**src/rtl/tl_debug_mailbox.sv**
```systemverilog
// TileLink-UL debug/test mailbox: state registers, sticky exit register,
// console byte FIFO with valid/ready drain and a 64-bit cycle counter whose
// high half is snapshotted on every low-half read so that a LO-then-HI read
// pair is coherent.
//
// Handshake: a beat moves on the A channel when a_valid & a_ready, and on
// the D channel when d_valid & d_ready. Only one request is ever outstanding
// (a_ready = !d_valid). The response appears the cycle after acceptance and
// holds every d_* field until it is taken. a_ready returns the cycle after
// that, so a response slot is never refilled in the same cycle it drains.
module tl_debug_mailbox #(
  parameter int TL_SOURCE_W   = 1,
  parameter int STATE_WORDS   = 4,
  parameter int CONSOLE_DEPTH = 8,
  parameter int ADDR_W        = 32
) (
  input  logic                     clk,
  input  logic                     rst_n,
  input  logic [2:0]               a_opcode,
  input  logic [2:0]               a_param,
  input  logic [3:0]               a_size,
  input  logic [TL_SOURCE_W-1:0]   a_source,
  input  logic [ADDR_W-1:0]        a_address,
  input  logic [3:0]               a_mask,
  input  logic [31:0]              a_data,
  input  logic                     a_corrupt,
  input  logic                     a_valid,
  output logic                     a_ready,
  output logic [2:0]               d_opcode,
  output logic [1:0]               d_param,
  output logic [3:0]               d_size,
  output logic [TL_SOURCE_W-1:0]   d_source,
  output logic                     d_denied,
  output logic [31:0]              d_data,
  output logic                     d_corrupt,
  output logic                     d_valid,
  input  logic                     d_ready,
  output logic [7:0]               con_data,
  output logic                     con_valid,
  input  logic                     con_ready,
  output logic                     callenv,
  output logic [31:0]              exit_code,
  output logic [32*STATE_WORDS-1:0] state_o
);

  localparam int PTR_W = $clog2(CONSOLE_DEPTH);
  localparam int CNT_W = PTR_W + 1;

  // Request decode
  logic        accept;
  logic        is_get;
  logic        is_put;
  logic        size_bad;
  logic [7:0]  off;
  logic [5:0]  word_idx;
  logic [31:0] wmask;

  assign accept   = a_valid & a_ready;
  assign is_get   = (a_opcode == 3'd4);
  assign is_put   = (a_opcode == 3'd0) || (a_opcode == 3'd1);
  assign size_bad = (a_size > 4'd2);
  assign off      = a_address[7:0];
  assign word_idx = off[7:2];
  assign wmask    = {{8{a_mask[3]}}, {8{a_mask[2]}}, {8{a_mask[1]}}, {8{a_mask[0]}}};

  // Only the low address byte is decoded; parameter and corrupt bits carry no meaning here.
  logic unused_inputs;
  assign unused_inputs = ^{a_param, a_corrupt, a_address[ADDR_W-1:8]};

  // Storage
  logic [31:0]            state_q [STATE_WORDS];
  logic [63:0]            cycle_q;
  logic [31:0]            hi_snap_q;
  logic [7:0]             fifo_mem [CONSOLE_DEPTH];
  logic [PTR_W-1:0]       wr_ptr;
  logic [PTR_W-1:0]       rd_ptr;
  logic [CNT_W-1:0]       count;
  logic                   full;
  logic                   pop;

  assign con_valid = (count != '0);
  assign full      = (count == CNT_W'(CONSOLE_DEPTH));
  assign con_data  = fifo_mem[rd_ptr];
  assign pop       = con_valid & con_ready;
  assign a_ready   = !d_valid;
  assign d_param   = 2'b00;

  // Export state registers as one flat vector
  for (genvar g = 0; g < STATE_WORDS; g++) begin : g_state_o
    assign state_o[32*g +: 32] = state_q[g];
  end

  // State register window: 0x10 + 4*i, word-aligned, i < STATE_WORDS
  logic                   state_hit;
  logic [31:0]            state_rd;
  logic [STATE_WORDS-1:0] state_sel;

  // Select the addressed state word, if any
  always_comb begin
    state_hit = 1'b0;
    state_rd  = '0;
    state_sel = '0;
    for (int i = 0; i < STATE_WORDS; i++) begin
      if (off[1:0] == 2'b00 && word_idx == 6'(i + 4)) begin
        state_hit    = 1'b1;
        state_rd     = state_q[i];
        state_sel[i] = 1'b1;
      end
    end
  end

  // Response and side-effect decode for the beat on the A channel
  logic                   rsp_denied;
  logic [31:0]            rsp_data;
  logic                   exit_we;
  logic                   push_req;
  logic                   snap_we;
  logic [STATE_WORDS-1:0] state_we;

  // Address map; anything unrecognised is denied with no side effect
  always_comb begin
    rsp_denied = 1'b0;
    rsp_data   = '0;
    exit_we    = 1'b0;
    push_req   = 1'b0;
    snap_we    = 1'b0;
    state_we   = '0;
    if (!(is_get || is_put) || size_bad) begin
      rsp_denied = 1'b1;
    end else begin
      case (off)
        8'h00: begin
          if (is_get) rsp_data = exit_code;
          else        exit_we  = 1'b1;
        end
        8'h04: begin
          if (is_get) begin
            rsp_data = {16'(count), 15'b0, full};
          end else if (a_mask[0]) begin
            // A full FIFO still takes the byte if the head leaves this cycle
            if (full && !pop) rsp_denied = 1'b1;
            else              push_req   = 1'b1;
          end
        end
        8'h08: begin
          if (is_get) begin
            rsp_data = cycle_q[31:0];
            snap_we  = 1'b1;
          end else begin
            rsp_denied = 1'b1;
          end
        end
        8'h0C: begin
          if (is_get) rsp_data   = hi_snap_q;
          else        rsp_denied = 1'b1;
        end
        default: begin
          if (!state_hit)  rsp_denied = 1'b1;
          else if (is_get) rsp_data   = state_rd;
          else             state_we   = state_sel;
        end
      endcase
    end
  end

  // D channel response register: load on accept, clear on handshake
  always_ff @(posedge clk or negedge rst_n) begin
    if (!rst_n) begin
      d_valid   <= 1'b0;
      d_opcode  <= 3'd0;
      d_size    <= 4'd0;
      d_source  <= '0;
      d_denied  <= 1'b0;
      d_data    <= '0;
      d_corrupt <= 1'b0;
    end else if (accept) begin
      d_valid   <= 1'b1;
      d_opcode  <= is_get ? 3'd1 : 3'd0;
      d_size    <= a_size;
      d_source  <= a_source;
      d_denied  <= rsp_denied;
      d_data    <= rsp_denied ? 32'd0 : rsp_data;
      d_corrupt <= is_get & rsp_denied;
    end else if (d_ready) begin
      d_valid   <= 1'b0;
    end
  end

  // Sticky exit register: only the first non-empty write lands
  always_ff @(posedge clk or negedge rst_n) begin
    if (!rst_n) begin
      callenv   <= 1'b0;
      exit_code <= '0;
    end else if (accept && exit_we && !callenv && a_mask != 4'b0000) begin
      callenv   <= 1'b1;
      exit_code <= a_data & wmask;
    end
  end

  // State registers with per-byte write enables
  always_ff @(posedge clk or negedge rst_n) begin
    if (!rst_n) begin
      for (int i = 0; i < STATE_WORDS; i++) state_q[i] <= '0;
    end else begin
      for (int i = 0; i < STATE_WORDS; i++) begin
        if (accept && state_we[i]) state_q[i] <= (state_q[i] & ~wmask) | (a_data & wmask);
      end
    end
  end

  // Console FIFO: registered storage, power-of-two pointers wrap naturally
  always_ff @(posedge clk or negedge rst_n) begin
    if (!rst_n) begin
      for (int i = 0; i < CONSOLE_DEPTH; i++) fifo_mem[i] <= '0;
      wr_ptr <= '0;
      rd_ptr <= '0;
      count  <= '0;
    end else begin
      if (accept && push_req) begin
        fifo_mem[wr_ptr] <= a_data[7:0];
        wr_ptr           <= wr_ptr + 1'b1;
      end
      if (pop) rd_ptr <= rd_ptr + 1'b1;
      if ((accept && push_req) && !pop)      count <= count + 1'b1;
      else if (!(accept && push_req) && pop) count <= count - 1'b1;
    end
  end

  // Free-running cycle counter and high-half snapshot taken on LO reads
  always_ff @(posedge clk or negedge rst_n) begin
    if (!rst_n) begin
      cycle_q   <= '0;
      hi_snap_q <= '0;
    end else begin
      cycle_q <= cycle_q + 64'd1;
      if (accept && snap_we) hi_snap_q <= cycle_q[63:32];
    end
  end

endmodule

```
**config.mk**
```make
export PLATFORM = sky130hd
export DESIGN_NAME = tl_debug_mailbox
export DESIGN_NICKNAME = d
export VERILOG_FILES = /design/src/rtl/tl_debug_mailbox.sv
export SDC_FILE = /design/constraint.sdc
export NUM_CORES = 1
export LEC_CHECK = 0
export ABC_AREA = 1
export CAP_MARGIN = 20
export CELL_PAD_IN_SITES_DETAIL_PLACEMENT = 1
export CELL_PAD_IN_SITES_GLOBAL_PLACEMENT = 2
export CORE_MARGIN = 2
export CORE_UTILIZATION = 34
export CTS_CLUSTER_SIZE = 25
export DETAILED_ROUTE_END_ITERATION = 6
export GPL_TIMING_DRIVEN = 0
export PLACE_DENSITY_LB_ADDON = 0.1
export REMOVE_ABC_BUFFERS = 1
export SKIP_CTS_REPAIR_TIMING = 1
export SLEW_MARGIN = 40
export SYNTH_ARGS = -nofsm -noshare
export SYNTH_HDL_FRONTEND = slang
export SYNTH_SLANG_ARGS = --single-unit
```
**constraint.sdc**
```tcl
create_clock -name clk -period 5.55 [get_ports clk]
set_input_delay 1.11 -clock clk [delete_from_list [all_inputs] [get_ports clk]]
set_output_delay 1.11 -clock clk [all_outputs]
set_load 0.01 [all_outputs]
```
==> flow_summary.yaml, run 1 <==
timing:
  fin_crit_ps: 4180
  tightestPinTransition_ps: 875
  setup_violations: 0
  fin_setup_tns_ps: 0
  hold-worst-slack_ps: 437
  fin_ws_ps: 1370
  fmax_mhz: 239
  clock_skew_ps: 21.7
  rsz0062_at_grt: "no"
  slew_viol_final: 0
  period_share: 0.754
  max_slew_margin: 0.415
  hold_violations: 0
clocking:
  clockBufferDepth: 3
  clk_latency_ps: 590
  cts-root-buf: "clkbuf_16"
  clk_pin_slew_ps: 60
  cts_tree: "built"
  numCtsBuffers: 46
  numClockSinks: 372
  htreeDepth: 2
synthesis:
  async_flop_share: 1.00
  ys_seq_area_frac: 0.495
  ys_types: 37
  ys.flop_type: "dfrtp_1"
  synth_edf_count: 0
  synth_area_sq_mm: 0.0188
  ys_ff_latch: 372
  synth_warnings: 0
  syn_inst: 2437
  syn_area_per_cell_sq_um: 7.71
final_layout:
  drive_gt1_frac: 0.0610
  final_nets: 2760
  multi_input_area_sq_mm: 0.00832
  fillers: 6580
  regArea_sq_mm: 0.00931
  area_growth_pct: 27.0
placement:
  port_buffers: 268
  place_ws_ps: 706
  place_congestion: 0.884
  dpl.hpwl_mm: 52.0
critical_path:
  required_ps: 6010
  endpoint_kind: "flip-flop"
  rr_startpoint: "d_valid"
  crit_type: "in2reg"
  crit_arrival_ps: 4640
  critPathLaunchType: "input pin"
  worstPathMaxFanout: 33
  crit_start: "a_address[1]"
floorplanning:
  die_w_um: 239
  core_sq_mm: 0.0549
  dieArea_sq_mm: 0.0572
  rows: 86
  fp.dieH_um: 239
  io_pins: 301
  initial_utilization: 0.342
route:
  routedWlPerCell_um: 21.3
  vias: 17300
  drt_wl_total_mm: 72.8
  drtIter0Drc: 1175
  avgViaCountPerCell: 5.09
  drc: 0
  ant_nets: 0
  dr.pass1.iters: 5
grt:
  antenna_found_initial: 3
  grt.total_usage: 0.256
  grt_overflow: 0
  grt_pass1_wl_mm: 111
  first_global_vias: 17800
  grt_max_degree: 70
job:
  maxCapViolations: 0
power:
  power.density_mw_per_mm2: 282
  ir_drop_v: 0.000194
  power_mw: 6.72
  p_leak_nw: 11.1
status:
  status: "finished clean"
min_path:
  worstHoldPathType: "in2async"
-- per-stage QoR --
step,util,std cells,area [sq um]
after floorplan,-,2326,18200
after global placement,0.396,3298,21800
after detailed placement,0.407,3324,22400
after CTS,0.435,3407,23900
after global routing,0.435,3409,23900
final,0.435,3409,23900
-- cell usage after synthesis (14+ instances only) --
cell | n | area share
a21oi_1 | 29 | 0.0077
nand3b_1 | 29 | 0.012
nor2_1 | 309 | 0.062
buf_6 | 14 | 0.0084
o21ai_1 | 140 | 0.037
nand3_1 | 91 | 0.024
nor3_1 | 27 | 0.0072
nand2_1 | 876 | 0.17
o32ai_1 | 16 | 0.0075
nand4_1 | 83 | 0.028
buf_1 | 15 | 0.0030
dfrtp_1 | 372 | 0.50
inv_1 | 158 | 0.032
buf_2 | 35 | 0.0093
clkbuf_1 | 42 | 0.0084
xor2_1 | 42 | 0.020
o21ai_0 | 72 | 0.019
-- report_power, final --
part / switching, mW / internal (mW)
clock: 1.25 / 1.78
combinational: 0.482 / 0.334
sequential: 0.122 / 2.75
total: 1.86 / 4.87
-- layout make-up --
type	instances	share of cell area
clock buffer	70	0.0570
antenna	2	0.000210
clock inverter	13	0.00571
inverter	167	0.0265
timing repair buffer	294	0.135
multi-input combinational	1787	0.349
tap	704	0.0369
sequential	372	0.390
-- path summary, 6_finish.rpt --
| kind | to | slack (ps) | cells past startpoint |
|---|---|---|---|
| worst max register to register | count[3] | 1990 | 13 |
| max in group asynchronous | cycle_q[48] | 3360 | 5 |
| worst min register to register | fifo_mem[37] | 470 | 2 |
| worst min-delay path | asynchronous set/reset pin | 440 | 1 |
| worst max-delay path | count[3] | 1370 | 14 |
| min in group clk | fifo_mem[37] | 470 | 2 |
-- cell usage in the layout (no fill, tap or decap), types with 42 or more instances in the layout --
master | synthesis | routed
dfrtp_1 | 372 | 369
nor2_1 | 309 | 304
o21ai_1 | 140 | 141
xor2_1 | 42 | 42
nand2_1 | 876 | 874
o21ai_0 | 72 | 71
nand4_1 | 83 | 83
inv_1 | 158 | 156
clkbuf_16 | 0 | 46
nand3_1 | 91 | 91
clkdlybuf4s50_1 | 0 | 265
-- cells by family after synthesis --
kind of cell,Yosys count,synth area share
buf+inv,281,0.0663
xor+xnor,52,0.0242
mux,2,0.00120
flops,372,0.495
fa+ha+maj,7,0.00506
compound gates,260,0.0729
simple gates,1462,0.335
other cells,1,0.000200
-- per-layer routing --
| metal | part of all wire | vias up | GRT usage |
|---|---|---|---|
| li1 | - | 8261 | - |
| met1 | 0.47 | 8622 | 0.361 |
| met2 | 0.47 | 367 | 0.416 |
| met3 | 0.044 | 97 | 0.0303 |
| met4 | 0.022 | 0 | 0.0669 |
| met5 | 0 | - | 0 |
-- worst max-delay path, stage by stage --
cell and delay [ps]:
clkdlybuf4s50_1 470, nor2_4 290, nand3_4 590, nor2_4 300, nand2_1 120, nor2_4 450
ha_1 240, inv_1 100, ha_1 350, a21oi_1 180, nand2_1 80, a21oi_1 120
o21ai_0 110, xor2_1 150
Power figures use the tool's default switching activity.
==> run 2, diff against run 1 <==
- CORE_UTILIZATION: 34 -> 31
- clock period: 5.55 -> 3.93 ns (I/O delays scaled with it)
==> run 2 against run 1 <==
Against the previous run:
- via count fell by 0.13%
- clock power rose by 42%
- wire length rose by 2.5%
- critical path depth fell by 8
- critical path type is now reg2out
- largest cell class unchanged
- largest power group unchanged
==> flow_summary.yaml, run 2 (synthesis results as in run 1) <==
critical_path:
  critPathLaunchType: "flip-flop"
  slowest_delay_ps: 660
  required_ps: 3140
  crit_arrival_ps: 2910
  worstPathMaxFanout: 34
  crit_type: "reg2out"
  critPathBufInv: 2
  crit_family: "buffers and inverters"
  path_cells: "inv_4 > nor2_1 > o32ai_1 > nand2_1 > nand2_1 > clkdlybuf4s50_1"
  slowest_stage: "dfrtp_2"
  crit_path_frequent_cell: "nand2_1"
  endpoint_kind: "output pin"
floorplanning:
  die_w_um: 250
  initial_utilization: 0.313
  rows: 90
  io_pins: 301
  core_sq_mm: 0.0601
  fp.dieH_um: 250
  dieArea_sq_mm: 0.0626
final_layout:
  drive_gt1_frac: 0.0617
  layout_common_cells: "nand2_1 (874), dfrtp_1 (369), nor2_1 (304), clkdlybuf4s50_1 (264), inv_1 (156)"
  final_common_cell: "nand2_1"
  fin_cells: 3488
  final_area_sq_mm: 0.0240
  fillers: 7208
  final_nets: 2761
  area_growth_pct: 27.6
  insertedDiodeCount: 0
route:
  routedWlPerCell_um: 21.4
  drtIter0Drc: 887
  vias: 17300
  drc: 0
  dr.pass1.iters: 5
  drt_wl_total_mm: 74.6
  avgViaCountPerCell: 4.97
  ant_nets: 0
clocking:
  cts-root-buf: "clkbuf_16"
  clk_pin_slew_ps: 60
  numClockSinks: 372
  clk_latency_ps: 600
  clockBufferDepth: 3
  cts_tree: "built"
  numCtsBuffers: 46
  htreeDepth: 2
min_path:
  worstHoldPathType: "in2async"
power:
  switching_share: 0.276
  power.density_mw_per_mm2: 397
  p_clk_frac: 0.453
  ir_drop_v: 0.000303
  seqPwrFrac: 0.426
  internal-power_mw: 6.90
  power_frac_comb: 0.121
  p_leak_nw: 11.2
  p_switching_mw: 2.63
timing:
  hold-worst-slack_ps: 85.5
  fmax_mhz: 271
  tightestPinTransition_ps: 826
  period_share: 0.940
  max_slew_margin: 0.444
  fin_crit_ps: 3700
  rsz0062_at_grt: "no"
  slew_viol_final: 0
  hold_violations: 0
  fin_setup_tns_ps: 0
  clock_skew_ps: 23.4
  setup_violations: 0
grt:
  antenna_found_initial: 0
  grt_max_degree: 69
  first_global_vias: 18000
  grt.total_usage: 0.237
  grt_pass1_wl_mm: 113
  grt_overflow: 0
placement:
  port_buffers: 268
  place_congestion: 0.850
  dpl.cell_count: 3403
  placed_area_sq_mm: 0.0225
  dpl.hpwl_mm: 53.3
job:
  maxCapViolations: 0
status:
  status: "finished clean"
-- run 2: changes by cell type in the layout (fill, tap and decap cells not counted), sizes merged --
cell	change
clkdlybuf4s50	-1
diode	-2
clkbuf	+3
buf	+2
clkinvlp	-1
-- run 2: final timing paths --
check / from / end / slack, ps / cells past startpoint
min: rst_n / asynchronous set/reset pin / 90 / 1
max reg2reg: d_valid / count[3] / 680 / 13
min in group clk: fifo_mem[45] / fifo_mem[45] / 460 / 2
max: rd_ptr[0] / con_data[7] / 230 / 6
min reg2reg: fifo_mem[45] / fifo_mem[45] / 460 / 2
max in group asynchronous: rst_n / cycle_q[55] / 2570 / 4
-- run 2: area by class of cell --
class / count / area (sq um) / share of cell area
sequential: 372 / 9310 / 0.388
multi-input combinational: 1787 / 8330 / 0.347
timing repair buffer: 295 / 3220 / 0.134
clock buffer: 73 / 1380 / 0.0576
tap: 782 / 978 / 0.0408
inverter: 167 / 634 / 0.0264
clock inverter: 12 / 129 / 0.00537
-- run 2: worst register-to-register path: stages (launching register included) --
cell,delay (ps)
dfrtp_1,380
inv_2,80
nand2_4,410
nor2_4,620
nand3_1,200
nor2_4,160
ha_1,160
inv_1,90
ha_1,330
a21oi_1,160
nand2_1,90
a21oi_1,140
o21ai_0,130
xor2_1,150
-- run 2: through the flow --
| stage | utilization | worst slack, ps | total power, mW |
|---|---|---|---|
| 2_1_floorplan | - | -363 | 4.64 |
| 3_3_place_gp | 0.363 | -15730 | 5.27 |
| 3_5_place_dp | 0.374 | -304 | 5.30 |
| 4_1_cts | 0.399 | -2.22 | 9.67 |
| 5_1_grt | 0.399 | 72.7 | 9.92 |
| 6_report | 0.399 | 234 | 9.53 |
-- run 2: per-layer routing --
| metal | wire length (um) | part of all wire | GRT usage | up-vias |
|---|---|---|---|---|
| met2 | 34900 | 0.47 | 0.392 | 367 |
| met4 | 1880 | 0.025 | 0.0635 | 0 |
| li1 | - | - | - | 8255 |
| met3 | 2810 | 0.038 | 0.0292 | 99 |
| met5 | 0 | 0 | 0 | - |
| met1 | 34900 | 0.47 | 0.329 | 8604 |
-- run 2: power by group through the flow --
stage	clock network, mW	logic [mW]	registers [mW]
2_1_floorplan	0	0.575	4.06
3_3_place_gp	0	1.14	4.13
3_5_place_dp	0	1.17	4.13
4_1_cts	4.43	1.18	4.06
5_1_grt	4.57	1.27	4.08
6_report	4.31	1.15	4.06
